### src/rtl/vga_config_loader_pkg.sv
// Shared VGA width parameters, timing-register address map and loader FSM
// encodings used by the configuration loader and its table ROM.
package vga_config_loader_pkg;

    // Shared VGA datapath widths.
    localparam int VGA_CONFIG_WIDTH = 4;
    localparam int VGA_DATA_WIDTH   = 4;
    localparam int VGA_COLOR_WIDTH  = 4;

    // Timing register address map of the VGA controller configuration port.
    localparam int ADDR_H_LEFT_MARGIN  = 0;
    localparam int ADDR_V_LEFT_MARGIN  = 1;
    localparam int ADDR_H_RIGHT_MARGIN = 2;
    localparam int ADDR_V_RIGHT_MARGIN = 3;
    localparam int ADDR_H_SYNC_PULSE   = 4;
    localparam int ADDR_V_SYNC_PULSE   = 5;
    localparam int ADDR_H_COUNT_MAX    = 6;
    localparam int ADDR_V_COUNT_MAX    = 7;
    localparam int NUM_TIMING_REGS     = 8;

    // Loader FSM states.
    typedef enum logic [1:0] {
        ST_IDLE  = 2'd0,
        ST_ISSUE = 2'd1,
        ST_DONE  = 2'd2,
        ST_ERR   = 2'd3
    } loader_state_e;

    // Counter/index width that can hold 0..n-1; never narrower than one bit.
    function automatic int idx_width(input int n);
        return (n > 1) ? $clog2(n) : 1;
    endfunction

endpackage

### src/rtl/vga_config_rom.sv
// Combinational timing-register table: register index in, register value out.
// Indices outside the address map read as zero.
module vga_config_rom #(
    parameter int CONFIG_WIDTH = vga_config_loader_pkg::VGA_CONFIG_WIDTH,
    parameter int IDX_W        = 3,
    parameter logic [CONFIG_WIDTH-1:0] H_LEFT_MARGIN  = CONFIG_WIDTH'(1),
    parameter logic [CONFIG_WIDTH-1:0] V_LEFT_MARGIN  = CONFIG_WIDTH'(2),
    parameter logic [CONFIG_WIDTH-1:0] H_RIGHT_MARGIN = CONFIG_WIDTH'(7),
    parameter logic [CONFIG_WIDTH-1:0] V_RIGHT_MARGIN = CONFIG_WIDTH'(8),
    parameter logic [CONFIG_WIDTH-1:0] H_SYNC_PULSE   = CONFIG_WIDTH'(1),
    parameter logic [CONFIG_WIDTH-1:0] V_SYNC_PULSE   = CONFIG_WIDTH'(0),
    parameter logic [CONFIG_WIDTH-1:0] H_COUNT_MAX    = CONFIG_WIDTH'(10),
    parameter logic [CONFIG_WIDTH-1:0] V_COUNT_MAX    = CONFIG_WIDTH'(12)
) (
    input  logic [IDX_W-1:0]        idx_i,
    output logic [CONFIG_WIDTH-1:0] data_o
);
    import vga_config_loader_pkg::*;

    logic [31:0] idx_ext;

    // Address decode against the shared register map.
    always_comb begin
        idx_ext = 32'(idx_i);
        data_o  = '0;
        case (idx_ext)
            32'(ADDR_H_LEFT_MARGIN):  data_o = H_LEFT_MARGIN;
            32'(ADDR_V_LEFT_MARGIN):  data_o = V_LEFT_MARGIN;
            32'(ADDR_H_RIGHT_MARGIN): data_o = H_RIGHT_MARGIN;
            32'(ADDR_V_RIGHT_MARGIN): data_o = V_RIGHT_MARGIN;
            32'(ADDR_H_SYNC_PULSE):   data_o = H_SYNC_PULSE;
            32'(ADDR_V_SYNC_PULSE):   data_o = V_SYNC_PULSE;
            32'(ADDR_H_COUNT_MAX):    data_o = H_COUNT_MAX;
            32'(ADDR_V_COUNT_MAX):    data_o = V_COUNT_MAX;
            default:                  data_o = '0;
        endcase
    end

endmodule

### src/rtl/vga_config_loader.sv
// Walks the timing-register table and writes each entry to the VGA controller
// configuration port, one write per accepted cycle, with a per-write timeout.
//
// Handshake: a write is presented with c_valid=1 and c_addr/c_data held stable
// until the edge where c_valid and c_ready are both high; that edge completes
// the write. c_ready is ignored whenever c_valid is low.
//
// Note: rst_n is an active-HIGH synchronous reset despite its name.
module vga_config_loader #(
    parameter int CONFIG_WIDTH = vga_config_loader_pkg::VGA_CONFIG_WIDTH,
    parameter int NUM_REGS     = vga_config_loader_pkg::NUM_TIMING_REGS,
    parameter int TIMEOUT      = 64,
    parameter logic [CONFIG_WIDTH-1:0] H_LEFT_MARGIN  = CONFIG_WIDTH'(1),
    parameter logic [CONFIG_WIDTH-1:0] V_LEFT_MARGIN  = CONFIG_WIDTH'(2),
    parameter logic [CONFIG_WIDTH-1:0] H_RIGHT_MARGIN = CONFIG_WIDTH'(7),
    parameter logic [CONFIG_WIDTH-1:0] V_RIGHT_MARGIN = CONFIG_WIDTH'(8),
    parameter logic [CONFIG_WIDTH-1:0] H_SYNC_PULSE   = CONFIG_WIDTH'(1),
    parameter logic [CONFIG_WIDTH-1:0] V_SYNC_PULSE   = CONFIG_WIDTH'(0),
    parameter logic [CONFIG_WIDTH-1:0] H_COUNT_MAX    = CONFIG_WIDTH'(10),
    parameter logic [CONFIG_WIDTH-1:0] V_COUNT_MAX    = CONFIG_WIDTH'(12)
) (
    input  logic                    clk,
    input  logic                    rst_n,
    input  logic                    start,
    output logic                    c_valid,
    output logic [CONFIG_WIDTH-1:0] c_addr,
    output logic [CONFIG_WIDTH-1:0] c_data,
    input  logic                    c_ready,
    output logic                    busy,
    output logic                    done,
    output logic                    error
);
    import vga_config_loader_pkg::*;

    localparam int IDX_W = idx_width(NUM_REGS);
    localparam int CNT_W = idx_width(TIMEOUT);
    localparam logic [IDX_W-1:0] LAST_IDX = IDX_W'(NUM_REGS - 1);
    localparam logic [CNT_W-1:0] LAST_CNT = CNT_W'(TIMEOUT - 1);

    // State is kept as a named enum so checkers can bind to state_q directly.
    loader_state_e     state_q, state_d;
    logic [IDX_W-1:0]  idx_q, idx_d;
    logic [CNT_W-1:0]  cnt_q, cnt_d;
    logic [CONFIG_WIDTH-1:0] rom_data;

    vga_config_rom #(
        .CONFIG_WIDTH   (CONFIG_WIDTH),
        .IDX_W          (IDX_W),
        .H_LEFT_MARGIN  (H_LEFT_MARGIN),
        .V_LEFT_MARGIN  (V_LEFT_MARGIN),
        .H_RIGHT_MARGIN (H_RIGHT_MARGIN),
        .V_RIGHT_MARGIN (V_RIGHT_MARGIN),
        .H_SYNC_PULSE   (H_SYNC_PULSE),
        .V_SYNC_PULSE   (V_SYNC_PULSE),
        .H_COUNT_MAX    (H_COUNT_MAX),
        .V_COUNT_MAX    (V_COUNT_MAX)
    ) u_rom (
        .idx_i  (idx_q),
        .data_o (rom_data)
    );

    // State, index and timeout counter registers; reset abandons any write.
    always_ff @(posedge clk) begin
        if (rst_n) begin
            state_q <= ST_IDLE;
            idx_q   <= '0;
            cnt_q   <= '0;
        end else begin
            state_q <= state_d;
            idx_q   <= idx_d;
            cnt_q   <= cnt_d;
        end
    end

    // Next-state logic: sequencing, acceptance and timeout detection.
    always_comb begin
        state_d = state_q;
        idx_d   = idx_q;
        cnt_d   = cnt_q;
        case (state_q)
            ST_ISSUE: begin
                if (c_ready) begin
                    // Acceptance takes priority over an expiring timeout.
                    cnt_d = '0;
                    if (idx_q == LAST_IDX) begin
                        state_d = ST_DONE;
                    end else begin
                        idx_d = idx_q + 1'b1;
                    end
                end else if (cnt_q == LAST_CNT) begin
                    state_d = ST_ERR;
                    cnt_d   = '0;
                end else begin
                    cnt_d = cnt_q + 1'b1;
                end
            end
            default: begin
                // IDLE, DONE and ERR all restart the sequence from index 0.
                if (start) begin
                    state_d = ST_ISSUE;
                    idx_d   = '0;
                    cnt_d   = '0;
                end
            end
        endcase
    end

    // Outputs decoded from state; address/data read zero outside ISSUE.
    always_comb begin
        c_valid = (state_q == ST_ISSUE);
        busy    = (state_q == ST_ISSUE);
        done    = (state_q == ST_DONE);
        error   = (state_q == ST_ERR);
        c_addr  = '0;
        c_data  = '0;
        if (state_q == ST_ISSUE) begin
            c_addr = CONFIG_WIDTH'(idx_q);
            c_data = rom_data;
        end
    end

endmodule

### config.mk
export PLATFORM = sky130hd
export DESIGN_NAME = vga_config_loader
export DESIGN_NICKNAME = d
export VERILOG_FILES = /design/src/rtl/vga_config_loader_pkg.sv /design/src/rtl/vga_config_rom.sv /design/src/rtl/vga_config_loader.sv
export SDC_FILE = /design/constraint.sdc
export NUM_CORES = 1
export LEC_CHECK = 0
export CORE_MARGIN = 10
export CORE_UTILIZATION = 35
export DETAILED_ROUTE_END_ITERATION = 12
export PLACE_DENSITY = 0.69
export SLEW_MARGIN = 5
export SYNTH_ARGS = -nofsm -noshare
export SYNTH_HDL_FRONTEND = slang
export SYNTH_SLANG_ARGS = --single-unit
export TNS_END_PERCENT = 1
### constraint.sdc
create_clock -name clk -period 2.1 [get_ports clk]
set_input_delay 0.21 -clock clk [delete_from_list [all_inputs] [get_ports clk]]
set_output_delay 0.21 -clock clk [all_outputs]
set_load 0.01 [all_outputs]
=== After elaboration in Yosys (flattened, before gate mapping) ===
Memory sizes are Yosys's and may differ from the RTL's. A register that Yosys moved wholly into a read port is not among the register bits.
Cells that the tools add are included.

* Order comparisons: 0
* Mux-type cells: 17
* $mul: 0
* Reduce and logical (&&, ||, !) cells: 3
* Shift operators: 0
* Bitwise operators: 0
* Divide/modulo/power cells: 0
* Add/sub/neg operators: 2
* Equality and inequality tests: 9

{| class="wikitable"
|+ Operators with widths
! operator !! number
|-
| 6-bit two-way mux || 4
|-
| 3-bit two-way mux || 7
|-
| 2-bit two-way mux || 5
|-
| 6-bit by 1-bit adder with 6-bit output (second input constant) || 1
|-
| 6-bit == test (second input constant) || 1
|-
| 3-bit by 2-bit inequality test with 1-bit output (second input constant) || 2
|-
| 3-bit AND reduction || 2
|-
| 2-bit == test (second input constant) || 2
|-
| 4-bit two-way mux || 1
|-
| 2-bit inequality test (second input constant) || 2
|-
| 3-bit by 1-bit adder with 3-bit output (second input constant) || 1
|-
| 3-bit == test (second input constant) || 1
|-
| 2-bit by 1-bit == test with 1-bit output (second input constant) || 1
|-
| 2-bit nonzero test || 1
|}

* Bits in read-only memories: 32
* Bits in latches: 0
* Output and inout bits: 12
* Memory bits (writable): 0
* Memories kept: 1
* Input port bits: 4
* Register bits: 11

{| class="wikitable"
|+ Memory list
! name !! depth !! bits a word !! read ports !! clocked after Yosys merged registers in !! write ports !! RTL line !! RTL
|-
| (name not given) || 8 || 4 || 1 || 1 || 0 || vga_config_rom.sv:26 || <nowiki>case (idx_ext)</nowiki>
|}

=== Depth between registers and ports, before layout ===
Gate-level depths: netlist of the first run.

* Depth in word-level cells: 6
* Mapped depth: 9
* Mapped depth without buffers: 9

=== Modules after synthesis ===
Synthesis of the first run repeated with hierarchy kept, for this count alone.

* Cells, all modules: 81
* Area, all modules: 695.7 µm²

{| class="wikitable"
|+ By module, submodules not included
! module !! times used !! cells each !! area an instance (µm²)
|-
| vga_config_loader || 1 || 71 || 608.1
|-
| vga_config_rom || 1 || 10 || 87.6
|}

=== Worst setup path before layout of the first run ===
OpenSTA, ideal clock, no wires.

* Kind: reg2reg
* From: register idx_q[0]
* To: register, netlist name u_rom.data_o[1]
* Arrival: 1.881 ns
* Setup time: 0.121 ns
* Buffers on the path: 0
* Data required time: 1.979 ns
* Clock period less this slack: 2.003 ns
* Stages on the path, launching flop included: 9
* Path slack: 0.097 ns
* Cell sequence: dfxtp_1 -> ha_1 -> ha_1 -> and4bb_4 -> nand2_1 -> o21ai_0 -> nor2b_1 -> ha_1 -> mux2_4

* Word-level cells in the longest chain between the ends: 6
* Elaborated cells on any way between the ends: 9
* Those cells by class: 1 x add/sub; 2 x eq/ne; 5 x mux; 1 x reduce/logical

{| class="wikitable"
|+ RTL lines
! item !! RTL line !! RTL
|-
| start: declaration || vga_config_loader.sv:42 || <nowiki>logic [IDX_W-1:0] idx_q, idx_d;</nowiki>
|-
| start signal: assignment || vga_config_loader.sv:70 || <nowiki>idx_q <= idx_d;</nowiki>
|-
| 3-bit by 1-bit adder with 3-bit output || vga_config_loader.sv:88 || <nowiki>idx_d = idx_q + 1'b1;</nowiki>
|-
| 3-bit two-way mux || vga_config_loader.sv:85 || <nowiki>if (idx_q == LAST_IDX) begin</nowiki>
|-
| 3-bit two-way mux || vga_config_loader.sv:82 || <nowiki>if (c_ready) begin</nowiki>
|-
| 3-bit two-way mux || vga_config_loader.sv:80 || <nowiki>case (state_q)</nowiki>
|-
| 3-bit two-way mux (no line) (*) (2 in series) || -- ||
|}

Mark *: on every way between the ends. The rest lies on a longest branch, timed or not. The select of a mux whose other input is x is not followed.
A chain may end at the register's enable or synchronous reset.

=== Worst setup path in the final report of the first run ===
* From: register idx_q[0]
* To: register, netlist name u_rom.data_o[1]

* Word-level cells in the longest chain between the ends: 6
* Elaborated cells on any way between the ends: 9
* Those cells by class: 1 x add/sub; 2 x eq/ne; 5 x mux; 1 x reduce/logical

{| class="wikitable"
|+ RTL lines
! item !! RTL line
|-
| 3-bit by 1-bit adder with 3-bit output || vga_config_loader.sv:88
|-
| 3-bit two-way mux || vga_config_loader.sv:85
|-
| 3-bit two-way mux || vga_config_loader.sv:82
|-
| 3-bit two-way mux || vga_config_loader.sv:80
|-
| 3-bit two-way mux (no line) (*) (2 in series) || --
|}

Marks and branches as above.

==> results of run 1 <==
==> through the flow <==
step / setup slack [ps] / hold WS, ps / utilization, % / setup TNS, ps / cell area (sq um)
floorplan: 97.4 / 287 / - / 0 / 850
global placement: 36.9 / 482 / 49.1 / 0 / 1110
detailed placement: -31.2 / 487 / 49.1 / -39.6 / 1110
CTS: 17.6 / 501 / 50.7 / 0 / 1140
global route: -0.267 / 536 / 52.6 / -0.267 / 1190
finish: 63.9 / 508 / 52.6 / 0 / 1190
==> cells by family after synthesis <==
family                     share of synthesized area, %
AOI/OAI and AO/OA                                  16.1
xor gates and xnor gates                           4.12
adders and majority gates                          8.84
buffers and inverters                              4.42
DFF                                                35.3
muxes                                              5.60
other                                             0.441
and+or+nand+nor                                    25.2
==> worst max-delay path: stages (launching register included) <==
cell and delay, ps:
dfxtp_2 330, ha_1 190, ha_2 180, and4bb_4 340
buf_4 120, o21ai_2 70, nor2b_2 170, ha_1 270
mux2_4 260
==> layer usage <==
metal  global-route usage [%]  wire (um)  vias to the layer above
met4                     3.99         39                        0
li1                         -          -                      373
met2                     15.0       1100                       15
met1                     9.05        861                      373
met3                     2.14         86                        4
met5                        0          0                        -
==> cell usage in the layout (no fill, tap or decap), drive strengths merged, types with 4 or more instances in the layout <==
| master | instances |
|---|---|
| and2 | 9 |
| buf | 16 |
| dlymetal6s2s | 4 |
| xor2 | 4 |
| clkdlybuf4s50 | 10 |
| clkbuf | 4 |
| a21oi | 5 |
| o21ai | 5 |
| nor2 | 8 |
| ha | 6 |
| dfxtp | 15 |
| nand2 | 4 |
==> timing repair <==
| item | in CTS | in global routing |
|---|---|---|
| hold endpoints to repair | 0 | 0 |
| hold buffers | 0 | 0 |
| buffers inserted | 0 | 2 |
| pin swaps | 0 | 3 |
| setup endpoints to repair | 3 | 7 |
| gates resized for setup | 4 | 11 |
==> sequential cells by signal (all words and copies together), names as in the netlist <==
register      cells
cnt_q             6
idx_q             3
state_q           2
u_rom.data_o      4
==> synth_stat cells, drive strengths merged (2+ instances only) <==
cell    count
dfxtp      15
and2        9
nor2        8
ha          6
a21oi       5
o21ai       5
nand2       4
xor2        4
buf         3
inv         3
mux2        3
nand2b      3
nor2b       3
and3        2
nand3       2
o211ai      2
==> power by group <==
group / switching (W) / total, W / internal (W)
Combinational: 0.0000484 / 0.0000965 / 0.0000481
Clock: 0.0000924 / 0.000166 / 0.0000735
Sequential: 0.00000400 / 0.000295 / 0.000291
==> path summary, 6_finish.rpt <==
kind	start	to	slack, ps	depth (start not counted)
setup / recovery	idx_q[0]$_SDFFE_PP0N_	u_rom.data_o[1]$_DFF_P_	60	8
hold / removal	cnt_q[1]$_SDFFE_PP0N_	cnt_q[1]$_SDFFE_PP0N_	510	2
setup reg to reg	idx_q[0]$_SDFFE_PP0N_	u_rom.data_o[1]$_DFF_P_	60	8
hold reg to reg	cnt_q[1]$_SDFFE_PP0N_	cnt_q[1]$_SDFFE_PP0N_	510	2
==> layout make-up <==
| type | count | area, sq um |
|---|---|---|
| flip-flops and latches | 15 | 304 |
| fillers | 232 | 1070 |
| multi-input cells | 69 | 537 |
| repair buffers | 30 | 270 |
| well taps | 28 | 35.0 |
| inverters | 3 | 13.8 |
| clock buffers | 4 | 26.3 |
==> impl_metrics.py, run 1 <==
metrics = {
    "status": {
        "outcome": "finished, final reports clean",
    },
    "synthesis": {
        "syn_inst": 91,
        "netlist.area_leader.share_pct": 35.3,
        "netlist_area_sq_um": 850,
        "syn_nets": 101,
        "synth_area_leader_cell": "dfxtp_1",
        "syn_avg_cell_area_sq_um": 9.34,
        "yosys_warnings": 0,
        "synthFlopType": "dfxtp_1",
        "ys_types": 37,
        "synth_seq_cells": 15,
        "synth_edf_count": 0,
        "ys_seq_area_share_pct": 35.3,
        "ys_top_cells_by_area": "dfxtp_1, ha_1, and2_1",
        "synth-async-reset-ratio_pct": 0,
    },
    "clock_tree": {
        "cts_tree": "done",
        "cts-htree-levels": 1,
        "cts_buffer_depth": 2,
        "numCtsBuffers": 3,
        "root_buffer": "clkbuf_4",
        "clock-sinks": 15,
        "path_clk_slew_ps": 90,
        "insertion_delay_ps": 280,
    },
    "timing": {
        "max_freq_mhz": 491,
        "period_share_pct": 97.0,
        "hold_viol": 0,
        "skew_ps": 2.74,
        "fin_crit_ps": 2040,
        "setup_viol": 0,
        "slew_violations": 0,
    },
    "critical_path": {
        "cp.required_ps": 2270,
        "endpoint_kind": "register",
        "cp.arrival_ps": 2210,
        "cp-start-kind": "register",
        "crit_path_max_fanout": 4,
        "crit_type": "reg -> reg",
    },
    "drt": {
        "route.detailed.drc": 0,
        "via_count": 765,
        "routed_wl_mm": 2.08,
        "vias_per_cell": 5.13,
        "first_pass_iters": 4,
        "ant_nets": 0,
        "routedWlPerCell_um": 14.0,
        "drt-initial-drc-count": 15,
    },
    "placed_design": {
        "placedCellCount": 143,
        "globalplace.congestion": 0.848,
        "place.port_buffers": 14,
        "hpwl_mm": 1.56,
    },
    "cells_and_area": {
        "layout-drive-gt1-share_pct": 28.9,
        "final_cells": 149,
        "diodes": 0,
        "final_nets": 132,
        "area_growth_pct": 39.6,
    },
    "power": {
        "power_density_mw_per_mm2": 470,
        "ir_drop_uv": 314,
        "leakage_nw": 0.557,
        "finalPower_w": 0.000558,
    },
    "floorplanning": {
        "start_util_pct": 37.7,
        "die_x_um": 69.3,
        "rows": 17,
        "io_pins": 16,
        "die_h_um": 69.3,
        "core_sq_mm": 0.00225,
        "die_area_sq_mm": 0.00480,
    },
    "worst_hold_path": {
        "min_path_type": "reg -> reg",
    },
    "global_route": {
        "gr-total-overflow": 0,
        "grt_pass1_vias": 803,
        "gr-usage-all-layers_pct": 8.47,
        "grt_max_degree": 11,
        "grt_pass1_wl_mm": 3.52,
        "antenna_found_initial": 0,
    },
    "run": {
        "maxCapViolations": 0,
    },
}
(Power assumes the default switching activity.)
==> run 2: changes to the inputs <==
--- a/config.mk
+++ b/config.mk
@@ -8,7 +8,7 @@
 export CORE_MARGIN = 10
 export CORE_UTILIZATION = 35
 export DETAILED_ROUTE_END_ITERATION = 12
-export PLACE_DENSITY = 0.69
+export PLACE_DENSITY_LB_ADDON = 0.12
 export SLEW_MARGIN = 5
 export SYNTH_ARGS = -nofsm -noshare
 export SYNTH_HDL_FRONTEND = slang
==> impl_metrics.py, run 2 (same netlist as run 1, synthesis figures left out) <==
metrics = {
    "drt": {
        "drt-initial-drc-count": 13,
        "route.detailed.drc": 0,
        "ant_nets": 0,
        "routedWlPerCell_um": 12.6,
        "via_count": 698,
        "routed_wl_mm": 1.84,
        "first_pass_iters": 4,
        "vias_per_cell": 4.78,
    },
    "global_route": {
        "gr-total-overflow": 0,
        "grt_max_degree": 11,
        "antenna_found_initial": 0,
        "grt_pass1_vias": 723,
        "grt_pass1_wl_mm": 3.22,
        "gr-usage-all-layers_pct": 7.99,
    },
    "power": {
        "power_density_mw_per_mm2": 482,
        "leakage_nw": 0.468,
        "ir_drop_uv": 291,
    },
    "timing": {
        "setup_slack_ps": 80.8,
        "slew_violations": 0,
        "setup_viol": 0,
        "fin_hold_ws_ps": 498,
        "period_share_pct": 96.2,
        "rsz0062_at_grt": "no",
        "skew_ps": 5.34,
        "max_freq_mhz": 495,
        "hold_viol": 0,
        "fin_crit_ps": 2020,
    },
    "clock_tree": {
        "cts-htree-levels": 1,
        "root_buffer": "clkbuf_4",
        "numCtsBuffers": 3,
        "cts_tree": "done",
        "path_clk_slew_ps": 90,
        "hold_buffers": 0,
        "clock-sinks": 15,
        "cts_buffer_depth": 2,
        "insertion_delay_ps": 280,
    },
    "cells_and_area": {
        "area_growth_pct": 34.2,
        "final_common_cell": "dfxtp_1",
        "layout-drive-gt1-share_pct": 22.0,
        "final_cell_mix": "dfxtp_1, clkdlybuf4s50_1, buf_4",
        "utilization_pct": 50.6,
        "top_register": "cnt_q",
        "largest_reg_flops": 6,
        "diodes": 0,
        "final_nets": 129,
    },
    "critical_path": {
        "cp.required_ps": 2280,
        "worstPathCellList": "ha_1 -> ha_1 -> buf_4 -> nand4bb_1 -> o211ai_1 -> a21oi_2 -> ha_1 -> mux2_4",
        "cp.arrival_ps": 2200,
        "slowest_delay_ps": 330,
        "cp-start-kind": "register",
        "crit_buf_inv": 1,
        "crit_path_frequent_cell": "ha_1",
        "critPathSlowestCell": "dfxtp_1",
        "crit_path_max_fanout": 3,
        "endpoint_kind": "register",
        "critPathTopFamily": "adder cells",
        "crit_type": "reg -> reg",
    },
    "placed_design": {
        "hpwl_mm": 1.41,
        "preCtsSetupSlack_ps": -78.0,
        "place.port_buffers": 14,
        "globalplace.congestion": 0.792,
    },
    "floorplanning": {
        "die_area_sq_mm": 0.00480,
        "die_h_um": 69.3,
        "rows": 17,
        "die_x_um": 69.3,
        "core_sq_mm": 0.00225,
        "io_pins": 16,
        "start_util_pct": 37.7,
    },
    "worst_hold_path": {
        "min_path_type": "reg -> reg",
    },
    "run": {
        "maxCapViolations": 0,
    },
    "status": {
        "outcome": "finished, final reports clean",
    },
}
[run 2: cell type report]
cell class / instances / area (sq um)
tap: 28 / 35.0
sequential: 15 / 300
inverter: 3 / 13.8
fill: 242 / 1110
multi-input combinational: 69 / 527
timing repair buffer: 27 / 238
clock buffer: 4 / 26.3
[run 2: worst min-delay path: cells and delay by family (launching register included)]
family | cells | cell delay (ps)
AOI/OAI and AO/OA | 1 | 60
DFF | 1 | 340
and+or+nand+nor | 1 | 70
[run 2: layer usage]
layer  wire length, um  share of wire, %  track usage (%)
met4                25               1.4             3.99
met2               821                45             11.9
met3                95               5.2             3.14
met5                 0                 0                0
met1               894                49             9.62
[run 2: report_power, final]
part | leakage, nW | total (W) | switching (W) | internal [W]
clock network | 0.0150 | 0.000166 | 0.0000927 | 0.0000737
registers | 0.122 | 0.000295 | 0.00000399 | 0.000291
logic | 0.331 | 0.0000877 | 0.0000443 | 0.0000434
[run 2: final timing paths]
check	cells after the start	endpoint	slack (ps)	from
hold reg to reg	2	cnt_q[1]$_SDFFE_PP0N_	500	cnt_q[1]$_SDFFE_PP0N_
setup reg to reg	8	u_rom.data_o[1]$_DFF_P_	80	idx_q[1]$_SDFFE_PP0N_
hold / removal	2	cnt_q[1]$_SDFFE_PP0N_	500	cnt_q[1]$_SDFFE_PP0N_
setup / recovery	8	u_rom.data_o[1]$_DFF_P_	80	idx_q[1]$_SDFFE_PP0N_
[run 2: repair_timing]
action,4_1_cts,5_1_grt
pin swaps,0,3
setup endpoints to repair,3,2
buffers inserted,1,1
gates resized for setup,5,0
cloned,0,0
[run 2: through the flow]
step / std cells / total power, W / setup TNS, ps / cell area, sq um
global route: 146 / 0.000580 / 0 / 1140
global placement: 140 / 0.000385 / -53.8 / 1080
CTS: 145 / 0.000555 / 0 / 1130
finish: 146 / 0.000549 / 0 / 1140
detailed placement: 140 / 0.000386 / -78.0 / 1080
floorplan: 91 / 0.000345 / 0 / 850
